==> config.mk <==
export PLATFORM = sky130hd
export DESIGN_NAME = response_control_flat
export DESIGN_NICKNAME = d
export VERILOG_FILES = /design/src/rtl/response_control_if.sv /design/src/rtl/response_control.sv /design/src/flat_wrapper.sv
export SDC_FILE = /design/constraint.sdc
export NUM_CORES = 1
export LEC_CHECK = 0
export BUFFER_PORTS_ARGS = -buffer_cell sky130_fd_sc_hd__buf_2
export CORE_MARGIN = 2
export CORE_UTILIZATION = 30
export CTS_CLUSTER_DIAMETER = 120
export DETAILED_ROUTE_END_ITERATION = 12
export PLACE_DENSITY_LB_ADDON = 0.25
export SLEW_MARGIN = 20
export SYNTH_ARGS = -nofsm -noshare
export SYNTH_HDL_FRONTEND = slang
export SYNTH_SLANG_ARGS = --single-unit
==> constraint.sdc <==
create_clock -name clock -period 3.75 [get_ports clock]
set_clock_uncertainty 0.15 [all_clocks]
set_input_delay 0.1875 -clock clock [delete_from_list [all_inputs] [get_ports clock]]
set_output_delay 0.1875 -clock clock [all_outputs]
set_load 0.02 [all_outputs]
==> src/rtl/response_control_if.sv <==
// rtl/response_control_if.sv - PSL response, tag pool, credit and decoded-response signals
interface response_control_if #(
  parameter int ID_W = 8
);
  // block control and credit path
  logic              enabled;
  logic              command_issued;
  logic [8:0]        credits;
  logic              credit_ready;

  // PSL response bus
  logic              ha_rvalid;
  logic [7:0]        ha_rtag;
  logic [7:0]        ha_response;
  logic [8:0]        ha_rcredits;

  // tag RAM lookup and tag return
  logic [7:0]        lookup_tag;
  logic [ID_W-1:0]   lookup_id;
  logic              tag_return_valid;
  logic [7:0]        tag_return;

  // decoded response queue head
  logic              rsp_out_valid;
  logic              rsp_out_ready;
  logic [ID_W-1:0]   rsp_out_id;
  logic [7:0]        rsp_out_code;

  // sticky error reporting
  logic              error_valid;
  logic [7:0]        error_code;
  logic              error_overflow;
  logic              error_credit;

  // the response control block itself
  modport slave (
    input  enabled, command_issued, ha_rvalid, ha_rtag, ha_response, ha_rcredits,
    input  lookup_id, rsp_out_ready,
    output credits, credit_ready, lookup_tag, tag_return_valid, tag_return,
    output rsp_out_valid, rsp_out_id, rsp_out_code,
    output error_valid, error_code, error_overflow, error_credit
  );

  // the surrounding PSL / tag pool / arbiter environment
  modport master (
    output enabled, command_issued, ha_rvalid, ha_rtag, ha_response, ha_rcredits,
    output lookup_id, rsp_out_ready,
    input  credits, credit_ready, lookup_tag, tag_return_valid, tag_return,
    input  rsp_out_valid, rsp_out_id, rsp_out_code,
    input  error_valid, error_code, error_overflow, error_credit
  );
endinterface

==> src/rtl/response_control.sv <==
// rtl/response_control.sv - PSL response receive path: tag return, CU lookup, response queue, credits
module response_control #(
  parameter int CREDITS_INIT   = 64,
  parameter int CREDITS_MAX    = 255,
  parameter int RSP_FIFO_DEPTH = 32,
  // width of a CommandTagLine {cu_id, cmd_type}; must match the interface ID_W
  parameter int ID_W           = 8
) (
  input  logic              clock,
  input  logic              rst,
  response_control_if.slave bus
);

  localparam int PTR_W = $clog2(RSP_FIFO_DEPTH);
  localparam int CNT_W = PTR_W + 1;

  localparam logic [7:0] RSP_DONE  = 8'h00;
  localparam logic [7:0] RSP_PAGED = 8'h0A;

  localparam logic signed [10:0] CREDIT_MAX_S = 11'(CREDITS_MAX);

  typedef enum logic [1:0] {
    ST_RESET = 2'd0,
    ST_RUN   = 2'd1
  } state_t;

  state_t state;
  logic   run;

  logic             s1_valid;
  logic [7:0]       s1_tag;
  logic [7:0]       s1_code;
  logic [8:0]       s1_credits;

  logic             s2_valid;
  logic [7:0]       s2_code;
  logic [ID_W-1:0]  s2_id;

  logic [ID_W-1:0]  mem_id   [RSP_FIFO_DEPTH];
  logic [7:0]       mem_code [RSP_FIFO_DEPTH];
  logic [PTR_W-1:0] wr_ptr;
  logic [PTR_W-1:0] rd_ptr;
  logic [CNT_W-1:0] count;
  logic             fifo_full;
  logic             push;
  logic             pop;
  logic             push_ok;

  logic [8:0]         credits_q;
  logic signed [10:0] credit_sum;
  logic               credit_under;
  logic               credit_over;

  logic             error_valid_q;
  logic [7:0]       error_code_q;
  logic             error_overflow_q;
  logic             error_credit_q;

  // Responses are only accepted in ST_RUN; dropping enabled flushes on the next edge.
  assign run = (state == ST_RUN) && bus.enabled;

  // Control FSM: ST_RESET until the first enabled clock, back to ST_RESET whenever disabled.
  always_ff @(posedge clock or posedge rst) begin
    if (rst) begin
      state <= ST_RESET;
    end else if (!bus.enabled) begin
      state <= ST_RESET;
    end else begin
      state <= ST_RUN;
    end
  end

  // Stage 1: register the raw PSL response; the tag drives both the RAM lookup and the tag return.
  always_ff @(posedge clock or posedge rst) begin
    if (rst) begin
      s1_valid   <= 1'b0;
      s1_tag     <= 8'h00;
      s1_code    <= 8'h00;
      s1_credits <= 9'h000;
    end else begin
      s1_valid   <= run && bus.ha_rvalid;
      s1_tag     <= bus.ha_rtag;
      s1_code    <= bus.ha_response;
      s1_credits <= bus.ha_rcredits;
    end
  end

  assign bus.lookup_tag       = s1_tag;
  assign bus.tag_return       = s1_tag;
  // Gated by enabled so a response caught in S1 when the block is disabled never frees its tag.
  assign bus.tag_return_valid = s1_valid && bus.enabled;

  // Stage 2: capture the tag RAM read data together with the code, before the tag can be reissued.
  always_ff @(posedge clock or posedge rst) begin
    if (rst) begin
      s2_valid <= 1'b0;
      s2_code  <= 8'h00;
      s2_id    <= '0;
    end else begin
      s2_valid <= run && s1_valid;
      s2_code  <= s1_code;
      s2_id    <= bus.lookup_id;
    end
  end

  assign fifo_full = (count == CNT_W'(RSP_FIFO_DEPTH));
  assign pop       = bus.rsp_out_valid && bus.rsp_out_ready;
  assign push      = s2_valid;
  // A push into a full queue still fits when the head leaves in the same cycle.
  assign push_ok   = push && (!fifo_full || pop);

  // Queue storage: no reset needed, occupancy is tracked by the pointers.
  always_ff @(posedge clock) begin
    if (run && push_ok) begin
      mem_id[wr_ptr]   <= s2_id;
      mem_code[wr_ptr] <= s2_code;
    end
  end

  // Queue pointers and occupancy; the flush on disable empties it.
  always_ff @(posedge clock or posedge rst) begin
    if (rst) begin
      wr_ptr <= '0;
      rd_ptr <= '0;
      count  <= '0;
    end else if (!run) begin
      wr_ptr <= '0;
      rd_ptr <= '0;
      count  <= '0;
    end else begin
      if (push_ok) begin
        wr_ptr <= wr_ptr + 1'b1;
      end
      if (pop) begin
        rd_ptr <= rd_ptr + 1'b1;
      end
      count <= count + CNT_W'(push_ok) - CNT_W'(pop);
    end
  end

  assign bus.rsp_out_valid = (count != '0);
  assign bus.rsp_out_id    = mem_id[rd_ptr];
  assign bus.rsp_out_code  = mem_code[rd_ptr];

  // Credit arithmetic in 11-bit signed so both clamp directions are visible.
  always_comb begin
    credit_sum = $signed({2'b00, credits_q});
    if (s1_valid) begin
      credit_sum = credit_sum + $signed({{2{s1_credits[8]}}, s1_credits});
    end
    if (bus.command_issued) begin
      credit_sum = credit_sum - 11'sd1;
    end
    credit_under = (credit_sum < 11'sd0);
    credit_over  = (credit_sum > CREDIT_MAX_S);
  end

  // Credit counter with clamping; reloads whenever the block is not running.
  always_ff @(posedge clock or posedge rst) begin
    if (rst) begin
      credits_q      <= 9'(CREDITS_INIT);
      error_credit_q <= 1'b0;
    end else if (!run) begin
      credits_q      <= 9'(CREDITS_INIT);
      error_credit_q <= 1'b0;
    end else begin
      if (credit_under) begin
        credits_q      <= 9'h000;
        error_credit_q <= 1'b1;
      end else if (credit_over) begin
        credits_q      <= 9'(CREDITS_MAX);
        error_credit_q <= 1'b1;
      end else begin
        credits_q <= credit_sum[8:0];
      end
    end
  end

  assign bus.credits      = credits_q;
  assign bus.credit_ready = (credits_q != 9'h000);

  // Sticky error capture: the first non-DONE, non-PAGED code wins; overflow on a dropped push.
  always_ff @(posedge clock or posedge rst) begin
    if (rst) begin
      error_valid_q    <= 1'b0;
      error_code_q     <= 8'h00;
      error_overflow_q <= 1'b0;
    end else if (!run) begin
      error_valid_q    <= 1'b0;
      error_code_q     <= 8'h00;
      error_overflow_q <= 1'b0;
    end else begin
      if (s2_valid && (s2_code != RSP_DONE) && (s2_code != RSP_PAGED) && !error_valid_q) begin
        error_valid_q <= 1'b1;
        error_code_q  <= s2_code;
      end
      if (push && !push_ok) begin
        error_overflow_q <= 1'b1;
      end
    end
  end

  assign bus.error_valid    = error_valid_q;
  assign bus.error_code     = error_code_q;
  assign bus.error_overflow = error_overflow_q;
  assign bus.error_credit   = error_credit_q;

endmodule
==> src/flat_wrapper.sv <==
// flat-port wrapper written by rule: the top's interface ports become plain ports
module response_control_flat 
#(
  parameter int CREDITS_INIT   = 64,
  parameter int CREDITS_MAX    = 255,
  parameter int RSP_FIFO_DEPTH = 32,
                                                                               
  parameter int ID_W           = 8
)
  (clock, rst, bus_enabled, bus_command_issued, bus_ha_rvalid, bus_ha_rtag, bus_ha_response, bus_ha_rcredits, bus_lookup_id, bus_rsp_out_ready, bus_credits, bus_credit_ready, bus_lookup_tag, bus_tag_return_valid, bus_tag_return, bus_rsp_out_valid, bus_rsp_out_id, bus_rsp_out_code, bus_error_valid, bus_error_code, bus_error_overflow, bus_error_credit);
  response_control_if #(.ID_W(ID_W)) bus_i ();
  input  logic clock;
  input  logic rst;
  input wire logic [$bits(bus_i.enabled)-1:0] bus_enabled;
  input wire logic [$bits(bus_i.command_issued)-1:0] bus_command_issued;
  input wire logic [$bits(bus_i.ha_rvalid)-1:0] bus_ha_rvalid;
  input wire logic [$bits(bus_i.ha_rtag)-1:0] bus_ha_rtag;
  input wire logic [$bits(bus_i.ha_response)-1:0] bus_ha_response;
  input wire logic [$bits(bus_i.ha_rcredits)-1:0] bus_ha_rcredits;
  input wire logic [$bits(bus_i.lookup_id)-1:0] bus_lookup_id;
  input wire logic [$bits(bus_i.rsp_out_ready)-1:0] bus_rsp_out_ready;
  output wire logic [$bits(bus_i.credits)-1:0] bus_credits;
  output wire logic [$bits(bus_i.credit_ready)-1:0] bus_credit_ready;
  output wire logic [$bits(bus_i.lookup_tag)-1:0] bus_lookup_tag;
  output wire logic [$bits(bus_i.tag_return_valid)-1:0] bus_tag_return_valid;
  output wire logic [$bits(bus_i.tag_return)-1:0] bus_tag_return;
  output wire logic [$bits(bus_i.rsp_out_valid)-1:0] bus_rsp_out_valid;
  output wire logic [$bits(bus_i.rsp_out_id)-1:0] bus_rsp_out_id;
  output wire logic [$bits(bus_i.rsp_out_code)-1:0] bus_rsp_out_code;
  output wire logic [$bits(bus_i.error_valid)-1:0] bus_error_valid;
  output wire logic [$bits(bus_i.error_code)-1:0] bus_error_code;
  output wire logic [$bits(bus_i.error_overflow)-1:0] bus_error_overflow;
  output wire logic [$bits(bus_i.error_credit)-1:0] bus_error_credit;
  assign bus_i.enabled = bus_enabled;
  assign bus_i.command_issued = bus_command_issued;
  assign bus_i.ha_rvalid = bus_ha_rvalid;
  assign bus_i.ha_rtag = bus_ha_rtag;
  assign bus_i.ha_response = bus_ha_response;
  assign bus_i.ha_rcredits = bus_ha_rcredits;
  assign bus_i.lookup_id = bus_lookup_id;
  assign bus_i.rsp_out_ready = bus_rsp_out_ready;
  assign bus_credits = bus_i.credits;
  assign bus_credit_ready = bus_i.credit_ready;
  assign bus_lookup_tag = bus_i.lookup_tag;
  assign bus_tag_return_valid = bus_i.tag_return_valid;
  assign bus_tag_return = bus_i.tag_return;
  assign bus_rsp_out_valid = bus_i.rsp_out_valid;
  assign bus_rsp_out_id = bus_i.rsp_out_id;
  assign bus_rsp_out_code = bus_i.rsp_out_code;
  assign bus_error_valid = bus_i.error_valid;
  assign bus_error_code = bus_i.error_code;
  assign bus_error_overflow = bus_i.error_overflow;
  assign bus_error_credit = bus_i.error_credit;
  response_control #(.CREDITS_INIT(CREDITS_INIT), .CREDITS_MAX(CREDITS_MAX), .RSP_FIFO_DEPTH(RSP_FIFO_DEPTH), .ID_W(ID_W)) u_core (.clock(clock), .rst(rst), .bus(bus_i));
endmodule
* Word level (Yosys, flattened, before mapping) *
Memories as Yosys holds them, arrays and structs flattened.
Cells that the tools add are included.

storage, ports and cells
  flip-flop bits (word level) = 80
  memory bits (writable) = 512
  input bits = 39
  output and inout bits = 55
  word-level logic and storage cells = 74
  memories = 2

memory list
  memory           words  bits a word  read ports  clocked after memory_dff  write ports  line                    source
  u_core.mem_code  32     8            1           0                         1            response_control.sv:40  logic [7:0] mem_code [RSP_FIFO_DEPTH];
  u_core.mem_id    32     8            1           0                         1            response_control.sv:39  logic [ID_W-1:0] mem_id [RSP_FIFO_DEPTH];

operators by class
  $add $sub $neg = 6
  magnitude comparators = 2
  equality and inequality tests = 8
  mux-type cells = 22
  reductions and logical operators = 18

operator list
  cell                     number
  $mux W9                  3
  $mux W11                 2
  $mux W5                  4
  $mux W8                  2
  $add A10 B9 Y11          1
  $gt A11 B9 Y1 const B    1
  $logic_and A1 B1 Y1      11
  $lt A11 B1 Y1 const B    1
  $sub A11 B2 Y11 const B  1
  $add A5 B1 Y5 const B    2
  $mux W1                  10
  $reduce_bool A9 Y1       1
  $ne A2 B2 Y1 const B     4
  $ne A8 B4 Y1 const B     1
  $reduce_bool A8 Y1       1
  $add A6 B1 Y6            1
  $eq A6 B6 Y1 const B     1
  $mux W6                  1
  $reduce_bool A6 Y1       1
  $sub A6 B1 Y6            1
  $logic_not A1 Y1         3
  $ne A3 B3 Y1 const B     1
  $eq A1 B1 Y1 const B     1
  $logic_or A1 B1 Y1       1

* Logic depth before layout (Yosys ltp) *
  depth after elaboration = 8
  gate-level depth with buffers = 15
  depth with buffers taken out = 14

* Worst setup path after synthesis *
Ideal clock, no wire load.

  path type = register to register
  start = reg u_core.credits_q[0] (netlist: u_core.bus.credits[0])
  end = reg u_core.error_credit_q (netlist: u_core.bus.error_credit)
  arrival time = 2,907 ps
  required time = 3,449 ps
  path slack = 542 ps
  cell stages (with the launch flop) = 11
  buffers on the path = 0
  period minus slack after synthesis = 3,208 ps
  cell sequence = dfrtp_1 > ha_1 > inv_1 > fa_1 > nand2b_1 > a2111oi_0 > a211oi_1 > or4_1 > a211o_1 > o41ai_2 > a41oi_2

on the way
  word-level cells in the longest chain between the ends = 7
  elaborated cells between the ends (all ways) = 9

ends and longest elaborated chain
  item                      line                     source
  start: declaration        response_control.sv:49   logic [8:0] credits_q;
  start signal: assignment  response_control.sv:161  credits_q <= 9'(CREDITS_INIT);
  start signal: assignment  response_control.sv:164  credits_q <= 9'(CREDITS_INIT);
  start signal: assignment  response_control.sv:171  credits_q <= 9'(CREDITS_MAX);
  $add A10 B9 Y11           response_control.sv:149  credit_sum = credit_sum + $signed({{2{s1_credits[8]}}, s1_credits});
  $mux W11 (*)              response_control.sv:148  if (s1_valid) begin
  $sub A11 B2 Y11           response_control.sv:152  credit_sum = credit_sum - 11'sd1;
  $mux W11 (*)              response_control.sv:151  if (bus.command_issued) begin
  $lt A11 B1 Y1             response_control.sv:154  credit_under = (credit_sum < 11'sd0);
  $mux W1                   response_control.sv:167  if (credit_under) begin
  $mux W1                   response_control.sv:163  end else if (!run) begin
  end signal: assignment    response_control.sv:162  error_credit_q <= 1'b0;
  end signal: assignment    response_control.sv:165  error_credit_q <= 1'b0;
  end signal: assignment    response_control.sv:169  error_credit_q <= 1'b1;
  end: declaration          response_control.sv:57   logic error_credit_q;

Every way passes the cells marked *; elsewhere a longest branch is shown, timed or not.
A chain may end at the register's enable or synchronous reset.

* Final worst setup path *
  start = reg u_core.rd_ptr[0]
  end = out bus_rsp_out_code[0]

on the way
  word-level cells in the longest chain between the ends = 1

ends and longest elaborated chain
  item                      line                     source
  start: declaration        response_control.sv:42   logic [PTR_W-1:0] rd_ptr;
  start signal: assignment  response_control.sv:135  rd_ptr <= rd_ptr + 1'b1;
  $mem_v2 Z32 W8            --
  end: declaration          flat_wrapper.sv:29       output wire logic [$bits(bus_i.rsp_out_code)-1:0] bus_rsp_out_code;

No other way between the ends.

==> impl_results.md <==
* Run status: finished clean
* DR vias at 11550
* CTS tree: done
* Area contributors post-synth: edfxtp_1, mux4_2, dfrtp_1
* Main combinational cell family by area after synthesis: multiplexers
* Root buf cell: clkbuf_16
* Min cycle time layout at 3.525 ns
* Die area at 0.08014 sq mm
* Num rows at 102
* Critical path buffers and inverters at 2
* Syn. warnings at 0
* CP Class: register to primary output
* Clk pwr share at 42.0%
* Reg area at 0.01740 sq mm
* Grt ovf at 0
* Crit end category: primary output
* Initial antenna violation count at 1
* CTS clk-pin slew, worst paths at 0.05 ns
* Worst-Skew Late Latency at 0.60 ns
* RSZ-0062 raised after global routing: false
* Post-synth cell types at 61
* Layout cell share with drive strength beyond 1 at 35.20%
* Starting DRC count in detailed routing at 878
* Post-Route WL at 57490 um
* Worst slew pin tran at 1.144 ns
* Final Util at 36.37%
* Worst setup slack after layout at 0.2247 ns
* Core area at 0.07734 sq mm
* Syn_area_per_cell at 20.86 sq um
* Fin. Hold Viols at 0
* GRT Total Usage at 14.42%
* Ys async rst share at 13.51%
* CP Launch Type: register
* Area delta synth->final at 20.36%
* Main flop type after synthesis: edfxtp_1
* Net Sw Power at 3.456 mW
* Nets at 1395
* Pre-Repair DR Iteration Count at 5
* Synth area leader: edfxtp_1
* Post-synthesis sequential area ratio at 74.36%
* Chip Width at 283.1 um
* Mux cell area share after synthesis at 16.80%
* DRC violations left at 0
* Final Instance Area at 0.02813 sq mm
* Critical path's top delay family: multiplexers
* CP most frequent cell: mux4_2
* Routed len/inst at 23.78 um
* Crit-path max FO at 33
* Maximum root-to-sink buffer count at 3
* Part of the cycle the worst path needs at 94.01%
* Pin count of the biggest net entering global routing at 81
* Ant. Diodes at 0
* FF+latch count, synth at 592
* Final setup viols at 0
* Number of global-route vias before repair at 12398
* Peak VDD IR at 0.2940 mV
* Dominant cell by count in the synthesized netlist: edfxtp_1
* Non-Filler Instances at 2418
* Pre-CTS WS at 0.1977 ns
* DRT antenna net count at 0
* CTS H-tree depth at 3
* Adder-cell area share of the yosys netlist at 1.510%
* Max-cap violation count at 0
* Hold WC Path Type: primary input to register
* Internal at 11.71 mW
* First-pass GRT wire length at 84870 um
* Die height at 283.1 um
* Number of I/O port buffers at 93
* Synth top cells by count: edfxtp_1, mux4_2, dfrtp_1
* Synth top area share at 65.79%
* # fillers at 7230
* Placed Area at 0.02559 sq mm
* Final Max Tran Viols at 0
* Setup Total Neg Slack at 0 ns
* Post-Synth XOR/XNOR Area at 0.8995%
* Relative slew slack at 23.76%
* Post-synthesis compound-gate area fraction at 2.002%
* Initial Util at 30.22%
* I/O pins at 94
* CTS buffer count at 67
* Sink Count at 592
* Req. time, crit path at 3.41 ns
* Syn nets at 1186
* WP data arrival at 3.19 ns
* Pwr Total at 15.17 mW
* Gate Count Post-Synth at 1120
* Detail Placement HPWL at 35280 um
* Highest clock rate at 283.7 MHz
* Post-Place Cells at 2262
* LEAKAGE at 9.115 nW
* Simple-Gate Fraction of Synth Area at 2.864%
* Area taken by multi-input logic gates at 0.005722 sq mm
* Seq pwr share at 48.2%
* Post CTS Setup Buffer Count at 0
* Gpl congestion at 0.7843
* Vias/cell at 4.777
* Final hold slack at 0.08036 ns
* Cells along the critical path: buf_12, mux4_2, mux4_2, mux2_2, buf_2
* PwrDens at 539.3 mW/mm^2
* Logic gate share of total power at 9.7%
* Synth Cell Area at 0.02337 sq mm
* Post-synth EDFFs at 512
* CP peak stage delay at 0.61 ns
* CP max stage cell: dfrtp_4
* Switch share at 22.79%
-- sequential cells by signal, summed over array words and instances, names as in the netlist, 5 cells and up --
| register | count |
|---|---|
| u_core.s2_id | 8 |
| u_core.mem_id | 256 |
| u_core.wr_ptr | 5 |
| u_core.s1_code | 8 |
| u_core.mem_code | 256 |
| u_core.s1_credits | 9 |
| u_core.rd_ptr | 5 |
| u_core.s2_code | 8 |
| u_core.count | 6 |
| u_core.bus.credits | 9 |
| u_core.bus.lookup_tag | 8 |
| u_core.bus.error_code | 8 |
-- worst reg2reg max path, delay by kind of cell (launching register included) --
family / cells / cell delay (ns)
DFF: 1 / 0.40
adders and majority gates: 2 / 0.63
and+or+nand+nor: 2 / 0.38
AOI/OAI and AO/OA: 4 / 1.59
buffers and inverters: 1 / 0.07
-- area by class of cell --
cell class / count / area share, %
clock inverter: 35 / 1.308
clock buffer: 83 / 6.286
timing repair buffer: 200 / 5.249
inverter: 24 / 0.3381
sequential: 592 / 61.85
tap: 1040 / 4.627
multi-input combinational: 444 / 20.34
-- routing by layer --
metal	track usage, %	wire [um]	up-vias
li1	-	-	4975
met3	2.568	2645	78
met2	23.38	27650	278
met1	20.31	26160	6219
met4	3.241	1030	0
met5	0	0	-
-- power groups by stage --
| stage | Combinational [mW] | Clock, mW | Sequential [mW] |
|---|---|---|---|
| 6_report | 1.47 | 6.38 | 7.32 |
| 4_1_cts | 1.51 | 6.56 | 7.32 |
| 5_1_grt | 1.62 | 6.81 | 7.33 |
| 2_1_floorplan | 1.02 | 0 | 7.43 |
| 3_3_place_gp | 1.46 | 0 | 7.45 |
| 3_5_place_dp | 1.48 | 0 | 7.46 |
-- what timing repair did --
action	CTS	global route
hold buffers	38	0
setup endpoints to repair	0	9
endpoints found under the hold margin	126	0
resized for setup	0	1
-- kinds of logic after synthesis --
kind of cell	count (synthesis)
simple gates	140
compound gates	62
xor+xnor	24
buf+inv	84
fa+ha+maj	27
other cells	1
flops	592
mux	190
-- placed cells by master, fill, tap and decap left out, types with 21 or more instances in the layout --
cell	n
edfxtp_1	512
mux4_2	160
buf_2	93
dfrtp_1	69
clkbuf_16	68
buf_4	60
nor2_1	39
dlygate4sd3_1	38
nor2_2	32
ha_1	25
inv_1	23
a21oi_1	21
-- final timing paths --
kind | from | end | slack [ns] | cells past startpoint
setup / recovery | u_core.rd_ptr[0]$_DFFE_PP0P_ | bus_rsp_out_code[0] | 0.22 | 5
hold / removal | bus_ha_rcredits[3] | u_core.s1_credits[3]$_DFF_PP0_ | 0.08 | 2
setup reg to reg | u_core.bus.credits[0]$_DFF_PP0_ | u_core.bus.error_credit$_DFFE_PP0P_ | 0.39 | 9
hold reg to reg | u_core.s1_code[3]$_DFF_PP0_ | u_core.s2_code[3]$_DFF_PP0_ | 0.20 | 0
max in group asynchronous | rst | u_core.rd_ptr[1]$_DFFE_PP0P_ | 2.68 | 3
min in group asynchronous | rst | u_core.bus.lookup_tag[3]$_DFF_PP0_ | 0.14 | 3
(Power assumes the default switching activity.)
